**src/rtl/pipeline_control_pkg.sv**
```systemverilog
// Shared types and constants for the pipeline hazard controller.
// Holds the FSM encoding and the load-use hazard predicate.
package pipeline_control_pkg;

    typedef enum logic [1:0] {
        RUN        = 2'd0,
        LOAD_STALL = 2'd1,
        MEM_WAIT   = 2'd2,
        FLUSH      = 2'd3
    } state_t;

    localparam int unsigned TIMEOUT_LIMIT = 255;
    localparam logic [4:0] ZERO_REGISTER = 5'd0;

    function automatic logic load_use_hit(
        input logic       valid,
        input logic [4:0] rs,
        input logic [4:0] rt,
        input logic       uses_rt,
        input logic       mem_read,
        input logic       reg_write,
        input logic [4:0] wr
    );
        return valid & mem_read & reg_write
             & (wr != ZERO_REGISTER)
             & ((wr == rs) | (uses_rt & (wr == rt)));
    endfunction

endpackage

```
**src/rtl/pipeline_hazard_control_if.sv**
```systemverilog
// Decode/execute hazard inputs and pipeline control outputs.
// master drives the pipeline side, slave is the controller.
interface pipeline_hazard_control_if;

    logic       idValid;
    logic [4:0] idRs;
    logic [4:0] idRt;
    logic       idUsesRt;
    logic       exMemRead;
    logic       exRegWrite;
    logic [4:0] exWriteRegister;
    logic       branchTaken;
    logic       memBusy;

    logic        pcWrite;
    logic        ifIdWrite;
    logic        ifIdFlush;
    logic        idExFlush;
    logic        exMemFlush;
    logic        idExBubble;
    logic [15:0] stallCount;
    logic [15:0] flushCount;
    logic        memTimeout;

    modport master (
        output idValid, idRs, idRt, idUsesRt,
        output exMemRead, exRegWrite, exWriteRegister,
        output branchTaken, memBusy,
        input  pcWrite, ifIdWrite,
        input  ifIdFlush, idExFlush, exMemFlush,
        input  idExBubble, stallCount, flushCount, memTimeout
    );

    modport slave (
        input  idValid, idRs, idRt, idUsesRt,
        input  exMemRead, exRegWrite, exWriteRegister,
        input  branchTaken, memBusy,
        output pcWrite, ifIdWrite,
        output ifIdFlush, idExFlush, exMemFlush,
        output idExBubble, stallCount, flushCount, memTimeout
    );

endinterface

```
**src/rtl/saturating_counter.sv**
```systemverilog
// Event counter that sticks at all-ones instead of wrapping.
module saturating_counter #(
    parameter int WIDTH = 16
) (
    input  logic             clk,
    input  logic             rst,
    input  logic             en,
    output logic [WIDTH-1:0] count
);

    always_ff @(posedge clk or posedge rst) begin
        if (rst) begin
            count <= '0;
        end else if (en && (count != {WIDTH{1'b1}})) begin
            count <= count + 1'b1;
        end
    end

endmodule

```
**src/rtl/pipeline_hazard_control.sv**
```systemverilog
// Stall/flush controller: load-use stalls, taken-branch flushes,
// data-memory wait holds with a sticky timeout flag.
module pipeline_hazard_control
    import pipeline_control_pkg::*;
(
    input logic                       clk,
    input logic                       reset,
    pipeline_hazard_control_if.slave  bus
);

    state_t     state;
    state_t     state_next;
    logic       load_use;
    logic       stall_inc;
    logic       flush_inc;
    logic       pc_write;
    logic       if_id_write;
    logic       flush_all;
    logic       bubble;
    logic [7:0] wait_cnt;
    logic       timeout;

    assign load_use = load_use_hit(
        bus.idValid, bus.idRs, bus.idRt, bus.idUsesRt,
        bus.exMemRead, bus.exRegWrite, bus.exWriteRegister
    );

    always_ff @(posedge clk or posedge reset) begin
        if (reset) begin
            state <= RUN;
        end else begin
            state <= state_next;
        end
    end

    // MEM_WAIT with memBusy low falls through to the RUN rules.
    always_comb begin
        state_next  = RUN;
        pc_write    = 1'b1;
        if_id_write = 1'b1;
        flush_all   = 1'b0;
        bubble      = 1'b0;
        stall_inc   = 1'b0;
        flush_inc   = 1'b0;
        if (reset) begin
            pc_write    = 1'b0;
            if_id_write = 1'b0;
            flush_all   = 1'b1;
        end else if (bus.memBusy) begin
            pc_write    = 1'b0;
            if_id_write = 1'b0;
            stall_inc   = 1'b1;
            state_next  = MEM_WAIT;
        end else if (bus.branchTaken) begin
            flush_all  = 1'b1;
            flush_inc  = 1'b1;
            state_next = FLUSH;
        end else if (load_use &&
                     (state == RUN || state == MEM_WAIT)) begin
            pc_write    = 1'b0;
            if_id_write = 1'b0;
            bubble      = 1'b1;
            stall_inc   = 1'b1;
            state_next  = LOAD_STALL;
        end
    end

    always_ff @(posedge clk or posedge reset) begin
        if (reset) begin
            wait_cnt <= '0;
            timeout  <= 1'b0;
        end else begin
            if (state != MEM_WAIT) begin
                wait_cnt <= '0;
            end else if (wait_cnt != 8'(TIMEOUT_LIMIT)) begin
                wait_cnt <= wait_cnt + 8'd1;
            end
            if (state == MEM_WAIT &&
                wait_cnt == 8'(TIMEOUT_LIMIT - 1)) begin
                timeout <= 1'b1;
            end
        end
    end

    saturating_counter #(.WIDTH(16)) u_stall_cnt (
        .clk   (clk),
        .rst   (reset),
        .en    (stall_inc),
        .count (bus.stallCount)
    );

    saturating_counter #(.WIDTH(16)) u_flush_cnt (
        .clk   (clk),
        .rst   (reset),
        .en    (flush_inc),
        .count (bus.flushCount)
    );

    assign bus.pcWrite    = pc_write;
    assign bus.ifIdWrite  = if_id_write;
    assign bus.ifIdFlush  = flush_all;
    assign bus.idExFlush  = flush_all;
    assign bus.exMemFlush = flush_all;
    assign bus.idExBubble = bubble;
    assign bus.memTimeout = timeout;

endmodule

```
**src/flat_wrapper.sv**
```systemverilog
// flat-port wrapper written by rule: the top's interface ports become plain ports
module pipeline_hazard_control_flat import pipeline_control_pkg::*;
  (clk, reset, bus_idValid, bus_idRs, bus_idRt, bus_idUsesRt, bus_exMemRead, bus_exRegWrite, bus_exWriteRegister, bus_branchTaken, bus_memBusy, bus_pcWrite, bus_ifIdWrite, bus_ifIdFlush, bus_idExFlush, bus_exMemFlush, bus_idExBubble, bus_stallCount, bus_flushCount, bus_memTimeout);
  pipeline_hazard_control_if bus_i ();
  input logic clk;
  input logic reset;
  input wire logic [$bits(bus_i.idValid)-1:0] bus_idValid;
  input wire logic [$bits(bus_i.idRs)-1:0] bus_idRs;
  input wire logic [$bits(bus_i.idRt)-1:0] bus_idRt;
  input wire logic [$bits(bus_i.idUsesRt)-1:0] bus_idUsesRt;
  input wire logic [$bits(bus_i.exMemRead)-1:0] bus_exMemRead;
  input wire logic [$bits(bus_i.exRegWrite)-1:0] bus_exRegWrite;
  input wire logic [$bits(bus_i.exWriteRegister)-1:0] bus_exWriteRegister;
  input wire logic [$bits(bus_i.branchTaken)-1:0] bus_branchTaken;
  input wire logic [$bits(bus_i.memBusy)-1:0] bus_memBusy;
  output wire logic [$bits(bus_i.pcWrite)-1:0] bus_pcWrite;
  output wire logic [$bits(bus_i.ifIdWrite)-1:0] bus_ifIdWrite;
  output wire logic [$bits(bus_i.ifIdFlush)-1:0] bus_ifIdFlush;
  output wire logic [$bits(bus_i.idExFlush)-1:0] bus_idExFlush;
  output wire logic [$bits(bus_i.exMemFlush)-1:0] bus_exMemFlush;
  output wire logic [$bits(bus_i.idExBubble)-1:0] bus_idExBubble;
  output wire logic [$bits(bus_i.stallCount)-1:0] bus_stallCount;
  output wire logic [$bits(bus_i.flushCount)-1:0] bus_flushCount;
  output wire logic [$bits(bus_i.memTimeout)-1:0] bus_memTimeout;
  assign bus_i.idValid = bus_idValid;
  assign bus_i.idRs = bus_idRs;
  assign bus_i.idRt = bus_idRt;
  assign bus_i.idUsesRt = bus_idUsesRt;
  assign bus_i.exMemRead = bus_exMemRead;
  assign bus_i.exRegWrite = bus_exRegWrite;
  assign bus_i.exWriteRegister = bus_exWriteRegister;
  assign bus_i.branchTaken = bus_branchTaken;
  assign bus_i.memBusy = bus_memBusy;
  assign bus_pcWrite = bus_i.pcWrite;
  assign bus_ifIdWrite = bus_i.ifIdWrite;
  assign bus_ifIdFlush = bus_i.ifIdFlush;
  assign bus_idExFlush = bus_i.idExFlush;
  assign bus_exMemFlush = bus_i.exMemFlush;
  assign bus_idExBubble = bus_i.idExBubble;
  assign bus_stallCount = bus_i.stallCount;
  assign bus_flushCount = bus_i.flushCount;
  assign bus_memTimeout = bus_i.memTimeout;
  pipeline_hazard_control u_core (.clk(clk), .reset(reset), .bus(bus_i));
endmodule
```
**config.mk**
```make
export PLATFORM = sky130hd
export DESIGN_NAME = pipeline_hazard_control_flat
export DESIGN_NICKNAME = d
export VERILOG_FILES = /design/src/rtl/pipeline_control_pkg.sv /design/src/rtl/pipeline_hazard_control_if.sv /design/src/rtl/saturating_counter.sv /design/src/rtl/pipeline_hazard_control.sv /design/src/flat_wrapper.sv
export SDC_FILE = /design/constraint.sdc
export NUM_CORES = 1
export LEC_CHECK = 0
export ABC_CLOCK_PERIOD_IN_PS = 4300
export CORE_MARGIN = 3
export CORE_UTILIZATION = 35
export CTS_CLUSTER_SIZE = 40
export DETAILED_ROUTE_END_ITERATION = 10
export HOLD_SLACK_MARGIN = 0.1
export PLACE_DENSITY = 0.64
export SETUP_SLACK_MARGIN = 0.05
export SLEW_MARGIN = 20
export SYNTH_ARGS = -nofsm -noshare
export SYNTH_HDL_FRONTEND = slang
export SYNTH_SLANG_ARGS = --single-unit
```
**constraint.sdc**
```tcl
create_clock -name clk -period 4.3 [get_ports clk]
set_clock_uncertainty 0.15 [all_clocks]
set_input_delay 0.86 -clock clk [delete_from_list [all_inputs] [get_ports clk]]
set_output_delay 0.86 -clock clk [all_outputs]
set_load 0.005 [all_outputs]
```
Word-level counts from Yosys, hierarchy flattened
Index checks and enable logic that the tools add are counted.

$add $sub $neg: 3. Equal/unequal tests: 8. Multiplexer cells: 20. Bitwise gates (word level): 6. Reduce and logical (&&, ||, !) cells: 8.

Operators with widths (number): 16-bit by 1-bit adder with 16-bit output, second input constant (2); 16-bit inequality test, second input constant (2); 8-bit 2-to-1 mux (2); 1-bit 2-to-1 mux (15); 5-bit == test (2); 8-bit by 1-bit adder with 8-bit output, second input constant (1); 8-bit == test, second input constant (1); 8-bit inequality test, second input constant (1); 2-bit 2-to-1 mux (3); 1-bit bitwise AND (5); 5-bit nonzero test (1); 1-bit logical AND (4); 2-bit == test, second input constant (1); 2-bit zero test (1); 2-bit inequality test, second input constant (1); 2-bit nonzero test (1); 1-bit logical OR (1); 1-bit bitwise OR (1).

Register bits after elaboration: 43. Output and inout bits: 39. Logic and storage cells: 50.

Depth between registers and ports, before layout
Depth in word-level cells: 10. Mapped depth: 8.

Cells and area by module
From an unflattened synthesis, not the netlist that was laid out.

Cells, all modules: 223. Area, all modules: 2357.3 µm².

Modules (own cells, without submodules): saturating_counter (times used 2, cells an instance 71, area each 805.8 µm², seq. area each 400.4 µm²); pipeline_hazard_control (times used 1, cells an instance 81, area each 745.7 µm², seq. area each 275.3 µm²).

Worst setup path before layout
No wires, ideal clock.

Kind: input to output. Start: input bus_exWriteRegister[4]. End: output bus_pcWrite. Data arrival time: 1.674 ns. Setup slack: 1.616 ns. Stages on the path: 6. Path buffers: 1. Path through: xnor2_1 nand3_1 o22ai_1 nand2_1 o21a_1 buf_4.

Longest elaborated chain between the ends: 9. Elaborated cells on any way between the ends: 12. Classes of those cells: eq/ne: 2; mux: 4; bitwise: 4; reduce/logical: 2.

RTL lines: from (decl) (line flat_wrapper.sv:13) `input wire logic [$bits(bus_i.exWriteRegister)-1:0] bus_exWriteRegister;`; 5-bit == test (line pipeline_control_pkg.sv:26) `& ((wr == rs) | (uses_rt & (wr == rt)));`; 1-bit bitwise AND (line pipeline_control_pkg.sv:26); 1-bit bitwise OR (line pipeline_control_pkg.sv:26); 1-bit bitwise AND (*) (line pipeline_control_pkg.sv:26); 1-bit logical AND (*) (line pipeline_hazard_control.sv:58) `end else if (load_use &&`; 1-bit 2-to-1 mux (*) (4 in a row); to (decl) (line flat_wrapper.sv:16) `output wire logic [$bits(bus_i.pcWrite)-1:0] bus_pcWrite;`.

Every way passes the cells marked *; elsewhere a longest branch is shown, timed or not.

Worst setup path in the final report
Start: input bus_exWriteRegister[1]. End: output bus_idExBubble.

Longest elaborated chain between the ends: 9. Elaborated cells on any way between the ends: 12. Classes of those cells: eq/ne: 2; mux: 4; bitwise: 4; reduce/logical: 2.

RTL lines: 5-bit == test (line pipeline_control_pkg.sv:26); 1-bit bitwise AND (line pipeline_control_pkg.sv:26); 1-bit bitwise OR (line pipeline_control_pkg.sv:26); 1-bit bitwise AND (*) (line pipeline_control_pkg.sv:26); 1-bit logical AND (*) (line pipeline_hazard_control.sv:58); 1-bit 2-to-1 mux (*) (line pipeline_hazard_control.sv:58); 1-bit 2-to-1 mux (*) (line pipeline_hazard_control.sv:54) `end else if (bus.branchTaken) begin`; 1-bit 2-to-1 mux (*) (line pipeline_hazard_control.sv:49) `end else if (bus.memBusy) begin`; 1-bit 2-to-1 mux (*) (line pipeline_hazard_control.sv:45) `if (reset) begin`; to (decl) (line flat_wrapper.sv:21) `output wire logic [$bits(bus_i.idExBubble)-1:0] bus_idExBubble;`.

Marked as above.

==> qor.yml <==
outcome:
  outcome: "complete, no violations"
floorplan:
  die_w_um: 86.20
  initial_core_util_pct: 37.14
  io-pin-count: 62
  die_area_um2: 7430
  coreArea_um2: 6061
  rows: 28
  die_h_um: 86.20
cells_and_area:
  layout.cells.non_filler: 352
  utilization_pct: 50.08
  layout_commonest_cell: "clkdlybuf4s50_1"
  n_antenna_cell: 0
  fillers: 562
  multi_input_area_um2: 1125
  final_cell_mix: "clkdlybuf4s50_1 (61), dfrtp_1 (43), xor2_1 (22), xnor2_1 (21)"
  fin_nets: 303
  drive_gt1_share_pct: 7.942
  regArea_um2: 1076
  areaGrowthSynthToFinish_pct: 34.85
yosys:
  synth_edf_count: 0
  mappedNetlistArea_um2: 2251
  ys_types: 46
  synth_warnings: 0
  synth_ff_type: "dfrtp_1"
  seq_area_frac_synth_pct: 47.80
  syn_inst: 212
  ys_async_sr_fraction_pct: 100.0
  syn_nets: 239
  synth_area_per_cell_um2: 10.62
  ys_ff_latch: 43
route:
  drtAntennaViolNets: 0
  vias_per_cell: 4.938
  drtPass1Iterations: 4
  wirelength_um: 4826
  vias: 1738
  post_drt_wl_per_cell_um: 13.71
  drt_iter0_drc: 95
  drc: 0
place:
  dp_slack_ns: 0.6211
  dpl.cell_count: 344
  hpwl_um: 3623
  numPortBuffers: 61
  globalplace.congestion: 0.8160
global_routing:
  grt_start_max_net_pins: 29
  grt_pass1_wl_um: 8266
  grt_usage_pct: 13.95
  grt_antenna_before_repair: 0
  grt-ovfl-total: 0
  first_global_vias: 1728
cts:
  root_buffer: "clkbuf_8"
  ctsLongestPathBuffers: 2
  clk_pin_slew_ns: 0.08
  holdBufCountCts: 0
  insertion_delay_ns: 0.29
  cts_buffers: 5
  clock-sinks: 43
  cts_resized: 0
  htreeDepth: 2
  cts_tree: "done"
  post_cts_buffers: 0
timing:
  maxClockFrequency_mhz: 266.0
  rsz0062_at_grt: "false"
  fin_crit_sh_pct: 87.44
  worst_slew_pin_slew_ns: 0.6597
  relSlewSlack_pct: 56.02
  timing_hold_violations_final: 0
  fin_crit_ns: 3.760
  finalSetupViolCount: 0
  setup_tns_ns: 0
  setup_ws_ns: 0.5402
  drv_slew: 0
worst_setup_path:
  crit_arrival_ns: 2.75
  startpoint_type: "primary input"
  cp_top_family: "buffers and inverters"
  path_class: "primary input to primary output"
  rrSetupSlack_ns: 2.12
  critPathRequiredTime_ns: 3.29
  critPathMostFrequentCell: "clkdlybuf4s50_1"
  crit_buf_inv: 2
  crit_path_max_fanout: 3
  crit_path_max_incr_delay_ns: 0.56
  end_kind: "primary output"
  path_cells: "clkdlybuf4s50_1 -> xnor2_1 -> nand4_1 -> o22ai_1 -> nand2_1 -> nor4_1 -> clkdlybuf4s50_1"
  cp_slowest_cell: "clkdlybuf4s50_1"
hold_path:
  hold_class: "register to register"
power_and_ir_drop:
  power_density_nw_per_um2: 339.5
  p_leak_nw: 1.293
  pwr-share-comb_pct: 23.1
  vdd_ir_drop_max_mv: 0.2867
  p_int_mw: 0.7457
  clkPwrFrac_pct: 26.9
  switchingPower_mw: 0.2847
  pwr-share-seq_pct: 50.0
  p_sw_share_pct: 27.63
run:
  cap_violations: 0
## per-stage QoR
step	power, mW	hold WS (ns)	area [um^2]
final	1.030	0.3233	3035
after global routing	1.095	0.3709	3035
after CTS	1.047	0.3335	3032
after detailed placement	0.7630	0.3118	2932
after global placement	0.7610	0.3086	2932
after floorplan	0.6121	0.3178	2251
## synthesized netlist by cell type, drive strengths merged, types with 2 or more instances
cell type  number  area [um^2]
a21oi           4        23.77
a31oi           3        18.77
and3            7        45.05
and4            2        20.02
buf             4        27.52
dfrtp          43         1076
ha              4        50.05
inv             6        22.52
mux2            2        22.52
nand2          16        60.06
nand3          17        90.09
nand4           8        56.30
nor2           14        55.06
nor3            7        40.04
nor3b           3        33.78
nor4            9        56.30
nor4b           2        17.52
o21ai           2        10.01
xnor2          21        183.9
xor2           22        192.7
## metal layers
layer  vias to the layer above  global-route usage [%]  wire length, um
met1                       831                   18.65             2198
li1                        870                       -                -
met5                         -                       0                0
met4                         0                   4.816               53
met2                        32                   22.21             2389
met3                         5                   3.327              184
## power by group through the flow
stage	registers (mW)	clock network [mW]	logic [mW]
2_1_floorplan	0.513	0	0.0988
4_1_cts	0.516	0.289	0.242
3_5_place_dp	0.522	0	0.241
3_3_place_gp	0.523	0	0.238
6_report	0.515	0.278	0.238
5_1_grt	0.527	0.306	0.263
## worst reg2reg max path, delay by kind of cell, from the launching register on
family           cells  cell delay, ns
AND/OR/NAND/NOR      3            0.63
AO/OA/AOI/OAI        1            0.50
flip-flops           1            0.45
multiplexers         1            0.34
## sequential cells by signal, summed over array words and instances (netlist names)
name	count
u_core.u_stall_cnt.count	16
u_core.bus.memTimeout	1
u_core.wait_cnt	8
u_core.state	2
u_core.u_flush_cnt.count	16
## layout make-up
cell class | count | share of cell area (%)
repair buffers | 62 | 20.36
multi-input cells | 158 | 37.06
clock buffers | 8 | 3.298
inverters | 6 | 0.7420
well taps | 75 | 3.092
flip-flops and latches | 43 | 35.45
## cells by family (layout without fill, tap and decap cells)
group	Yosys count	count (layout)	synth area share, %
simple gates	93	93	23.79
xor+xnor	43	43	16.73
flops	43	43	47.80
compound gates	16	16	6.060
buf+inv	11	76	2.390
fa+ha+maj	4	4	2.224
mux	2	2	1.000
## final timing paths
check / cells after the start / from / end
worst max-delay path: 7 / bus_exWriteRegister[1] / bus_idExBubble
worst min-delay path: 1 / u_core.bus.memTimeout / u_core.bus.memTimeout
worst max register to register: 5 / u_core.u_stall_cnt.count[3] / u_core.u_stall_cnt.count[1]
worst min register to register: 1 / u_core.bus.memTimeout / u_core.bus.memTimeout
max in group asynchronous: 3 / reset / u_core.u_stall_cnt.count[6]
min in group asynchronous: 2 / reset / u_core.u_stall_cnt.count[1]
No activity file was read; power rests on OpenSTA's default activity.
==> RTL edit 1 (same flow settings) <==
Encoding of `state_t`: now one-hot (4 bits for 4 states).
--- a/src/rtl/pipeline_control_pkg.sv
+++ b/src/rtl/pipeline_control_pkg.sv
@@ -2,11 +2,11 @@
 // Holds the FSM encoding and the load-use hazard predicate.
 package pipeline_control_pkg;
 
-    typedef enum logic [1:0] {
-        RUN        = 2'd0,
-        LOAD_STALL = 2'd1,
-        MEM_WAIT   = 2'd2,
-        FLUSH      = 2'd3
+    typedef enum logic [3:0] {
+        RUN        = 4'b0001,
+        LOAD_STALL = 4'b0010,
+        MEM_WAIT   = 4'b0100,
+        FLUSH      = 4'b1000
     } state_t;
 
     localparam int unsigned TIMEOUT_LIMIT = 255;
Formal check against the unedited RTL: same outputs for any inputs over 10 cycles, from zero or initial values and one cycle with reset high; not proved beyond that.
==> RTL edit 1 against the original RTL <==
Non-clock buffer count grew 1. Global-route usage shrank 0.25 points. Power rose by 2.2%. Largest cell class is now sequential cells. Synthesized area increased by 0.44%. Clock power is 9.0% lower. Via count is 0.12% lower. Routed wire length is 2.3% lower. Largest power group unchanged. Final area is 0.54% lower. Highest routed layer unchanged. Worst setup slack worse by 0.26 ns. Critical endpoint is now bus_ifIdWrite. Sequential cell count up 2.
==> RTL edit 1: results (changes against the original RTL) <==
[status]
status = completed  ; unchanged

[sta]
relSlewSlack = 0.6227  ; was 0.5602
hold_slack_ns = 0.3167  ; was 0.3233 ns
finalCritPeriodShare = 0.9347  ; was 0.8744

[routing]
wl_met1_um = 2199  ; was 2198 um
drt_wl_total_um = 4715  ; was 4826 um
wire_per_inst_um = 13.24  ; was 13.71 um
drt_iter0_drc = 94  ; was 95
route.met3.wl_um = 261  ; was 184 um
avgViaCountPerCell = 4.876  ; was 4.938

[critical_path]
worst-r2r-cell-count = 7  ; was 5
endpoint = bus_ifIdWrite  ; was bus_idExBubble
setup.worst_path.start = bus_exWriteRegister[0]  ; was bus_exWriteRegister[1]
cp.arrival_ns = 3.01  ; was 2.75 ns
r2r_start = u_core.u_stall_cnt.count[0]$_DFFE_PP0P_  ; was u_core.u_stall_cnt.count[3]$_DFFE_PP0P_
rr_endpoint = u_core.u_stall_cnt.count[15]$_DFFE_PP0P_  ; was u_core.u_stall_cnt.count[1]$_DFFE_PP0P_

[global_routing]
grt_pass1_vias = 1795  ; was 1728
grt_usage = 0.1370  ; was 0.1395
grt_pass1_wl_um = 8231  ; was 8266 um
grt_use_met2 = 0.2239  ; was 0.2221
met3_usage = 0.03802  ; was 0.03327
met1_usage = 0.1784  ; was 0.1865
grt_max_degree = 47  ; was 29

[placed_design]
place_inst = 348  ; was 344
hpwl_um = 3479  ; was 3623 um
gp_congestion = 0.7671  ; was 0.8160
preCtsSetupSlack_ns = 0.2869  ; was 0.6211 ns

[yosys]
synthTopCellsByCount = dfrtp_1, xnor2_1, xor2_1  ; was dfrtp_1, xor2_1, xnor2_1
synth.net_count = 243  ; was 239
yosysSeqAreaShare = 0.4986  ; was 0.4780
syn_avg_cell_area_um2 = 10.47  ; was 10.62 um2
synth_compound_area_frac = 0.04317  ; was 0.06059
synth_cell_types = 34  ; was 46
yosys-mux-area-fraction = 0.009961  ; was 0.01001

[power]
ir_drop_mv = 0.2618  ; was 0.2867 mV
p_leak_nw = 1.296  ; was 1.293 nW

[min_path]
min_path_cells = 2  ; was 1

[final_layout]
nNetsFinal = 307  ; was 303

RTL edit 1: cell types whose count changed in the layout (fill, tap and decap cells not counted), sizes merged, moves of 3 or more:
cell    change
a21oi       -3
nor4        -5
clkinv      +3
nand2       +4
xnor2       +3
nor3        +5
RTL edit 1: cell type report:
cell class	count	area (um2)
fill	588	3077
sequential	45	1127
multi-input combinational	158	1064
timing repair buffer	63	625.6
tap	75	93.84
clock buffer	6	72.57
inverter	7	26.28
clock inverter	2	10.01
RTL edit 1: report_power, final:
group	internal, mW	switching (mW)
combinational	0.167	0.0860
clock	0.113	0.140
sequential	0.479	0.0684
total	0.759	0.294
RTL edit 1: per-stage QoR:
stage,power [mW],cell area [um2],utilization
4_1_cts,1.071,3019,0.4953
3_3_place_gp,0.8087,2937,0.4817
5_1_grt,1.123,3019,0.4953
6_report,1.053,3019,0.4953
2_1_floorplan,0.6490,2261,-
3_5_place_dp,0.8129,2937,0.4817
==> RTL edit 2 (same flow settings) <==
Without the edit above. `TIMEOUT_LIMIT`: 255 -> 128.
--- a/src/rtl/pipeline_control_pkg.sv
+++ b/src/rtl/pipeline_control_pkg.sv
@@ -9,7 +9,7 @@
         FLUSH      = 2'd3
     } state_t;
 
-    localparam int unsigned TIMEOUT_LIMIT = 255;
+    localparam int unsigned TIMEOUT_LIMIT = 128;
     localparam logic [4:0] ZERO_REGISTER = 5'd0;
 
     function automatic logic load_use_hit(
Behaviour: no difference found for any inputs over 10 cycles, from zero or initial values and one cycle with reset high; that may be too few to reach the edited logic, so the function may still have changed.
==> RTL edit 2 against the original RTL <==
Cell count increased by 0.85%. Via count increased by 1.1%. Register-to-register slack lost 0.02 ns. Hold slack got worse by 0.0065 ns. Power up 7.5%. Routed wire length decreased by 0.44%. Sequential power up 6.2%. Sequential cell count did not move. Maximum frequency fell by 4.4%. Count of clock-buffer cells in the layout is the same. Highest routed layer unchanged. Worst setup slack lost 0.17 ns. Largest cell class unchanged. Final area hardly changed. Global-route usage grew 0.078 points. Synthesized area grew 0.94%.
==> RTL edit 2: results (changes against the original RTL) <==
[status]
status = completed  ; unchanged

[critical_path]
r2r_start = u_core.u_flush_cnt.count[0]$_DFFE_PP0P_  ; was u_core.u_stall_cnt.count[3]$_DFFE_PP0P_
endpoint = bus_ifIdWrite  ; was bus_idExBubble
path_max_fanout = 3  ; unchanged
critical_path.top_delay_family = buffers and inverters  ; unchanged
cp.arrival_ns = 2.92  ; was 2.75 ns
setup.worst_path.start = bus_exWriteRegister[0]  ; was bus_exWriteRegister[1]
worstSetupPathType = in -> out  ; unchanged
slowest_delay_ns = 0.56  ; about the same
r2r_slack_ns = 2.10  ; was 2.12 ns
rr_endpoint = u_core.u_flush_cnt.count[14]$_DFFE_PP0P_  ; was u_core.u_stall_cnt.count[1]$_DFFE_PP0P_
slowest_stage = or4_4  ; was clkdlybuf4s50_1
worst-r2r-cell-count = 7  ; was 5

[placed_design]
preCtsSetupSlack_ns = 0.3607  ; was 0.6211 ns
hpwl_um = 3546  ; was 3623 um
place_inst = 347  ; was 344
gp_congestion = 0.7601  ; was 0.8160
placed_cell_area_mm2 = 0.002938  ; was 0.002932 mm2

[power]
ir_drop_mv = 0.2396  ; was 0.2867 mV
netSwitchingPower_mw = 0.3126  ; was 0.2847 mW
power_leader = sequential cells  ; unchanged
p_leak_nw = 1.292  ; was 1.293 nW
p_seq_frac = 0.494  ; was 0.500
powerDensity_mw_per_mm2 = 364.6  ; was 339.5 mW/mm2
pg_comb_mw = 0.284  ; was 0.238 mW

[sta]
hold_slack_ns = 0.3169  ; was 0.3233 ns
relSlewSlack = 0.6326  ; was 0.5602
post-route-min-period_ns = 3.934  ; was 3.760 ns

[yosys]
yosysWarningCount = 0  ; unchanged
yosys-mux-area-fraction = 0.01652  ; was 0.01001
synthAdderAreaFrac = 0.02203  ; was 0.02223
synth.net_count = 244  ; was 239
synth_xor_area_frac = 0.1773  ; was 0.1673
yosysSeqAreaShare = 0.4736  ; was 0.4780
synth_cell_types = 39  ; was 46
synth_area_leaders = dfrtp_1, xor2_1, xnor2_1  ; unchanged
synth_compound_area_frac = 0.03744  ; was 0.06059
synthTopCellsByCount = dfrtp_1, xor2_1, xnor2_1  ; unchanged
syn_avg_cell_area_um2 = 10.47  ; was 10.62 um2

[final_layout]
largestRegisters = u_core.u_flush_cnt.count x16, u_core.u_stall_cnt.count x16, u_core.wait_cnt x8  ; unchanged
nNetsFinal = 306  ; was 303
layout-drive-gt1-share = 0.07500  ; was 0.07942
instances_no_fill = 355  ; was 352
fill_cells = 570  ; was 562

[routing]
drt_iter0_drc = 56  ; was 95
wire_per_inst_um = 13.54  ; was 13.71 um
avgViaCountPerCell = 4.949  ; was 4.938
dr.pass1.iters = 4  ; unchanged

[global_routing]
grt_pass1_vias = 1809  ; was 1728
grt_pass1_wl_um = 8493  ; was 8266 um
grt_usage = 0.1403  ; was 0.1395
grt_max_degree = 45  ; was 29

[min_path]
min_path_cells = 1  ; unchanged
holdPathEnd = u_core.bus.memTimeout$_DFFE_PP0P_  ; unchanged

[cts]
clock-root-buffer = clkbuf_8  ; unchanged

==> RTL edit 2: changes by cell type after synthesis, moves of 3 or more <==
cell / delta
nand2_1: -4
nand4_1: +3
nor2_1: +5
xor2_1: +3
a31oi_1: -3
==> RTL edit 2: routing by layer <==
| metal | share of wire | track usage |
|---|---|---|
| met5 | 0 | 0 |
| met4 | 0.019 | 0.05524 |
| met3 | 0.063 | 0.03042 |
| met2 | 0.45 | 0.2156 |
| met1 | 0.47 | 0.1929 |
==> RTL edit 2: area by class of cell <==
cell class | instances | area, um2 | area share
clock buffers | 8 | 100.1 | 0.03295
inverters | 7 | 26.28 | 0.008649
multi-input cells | 160 | 1124 | 0.3699
flip-flops and latches | 43 | 1076 | 0.3542
well taps | 75 | 93.84 | 0.03089
repair buffers | 62 | 618.1 | 0.2035
==> RTL edit 2: kinds of logic (layout without fill, tap and decap cells) <==
kind of cell	after synthesis	count (layout)
simple gates	97	97
buf+inv	14	77
compound gates	10	10
mux	3	3
flops	43	43
xor+xnor	46	46
fa+ha+maj	4	4
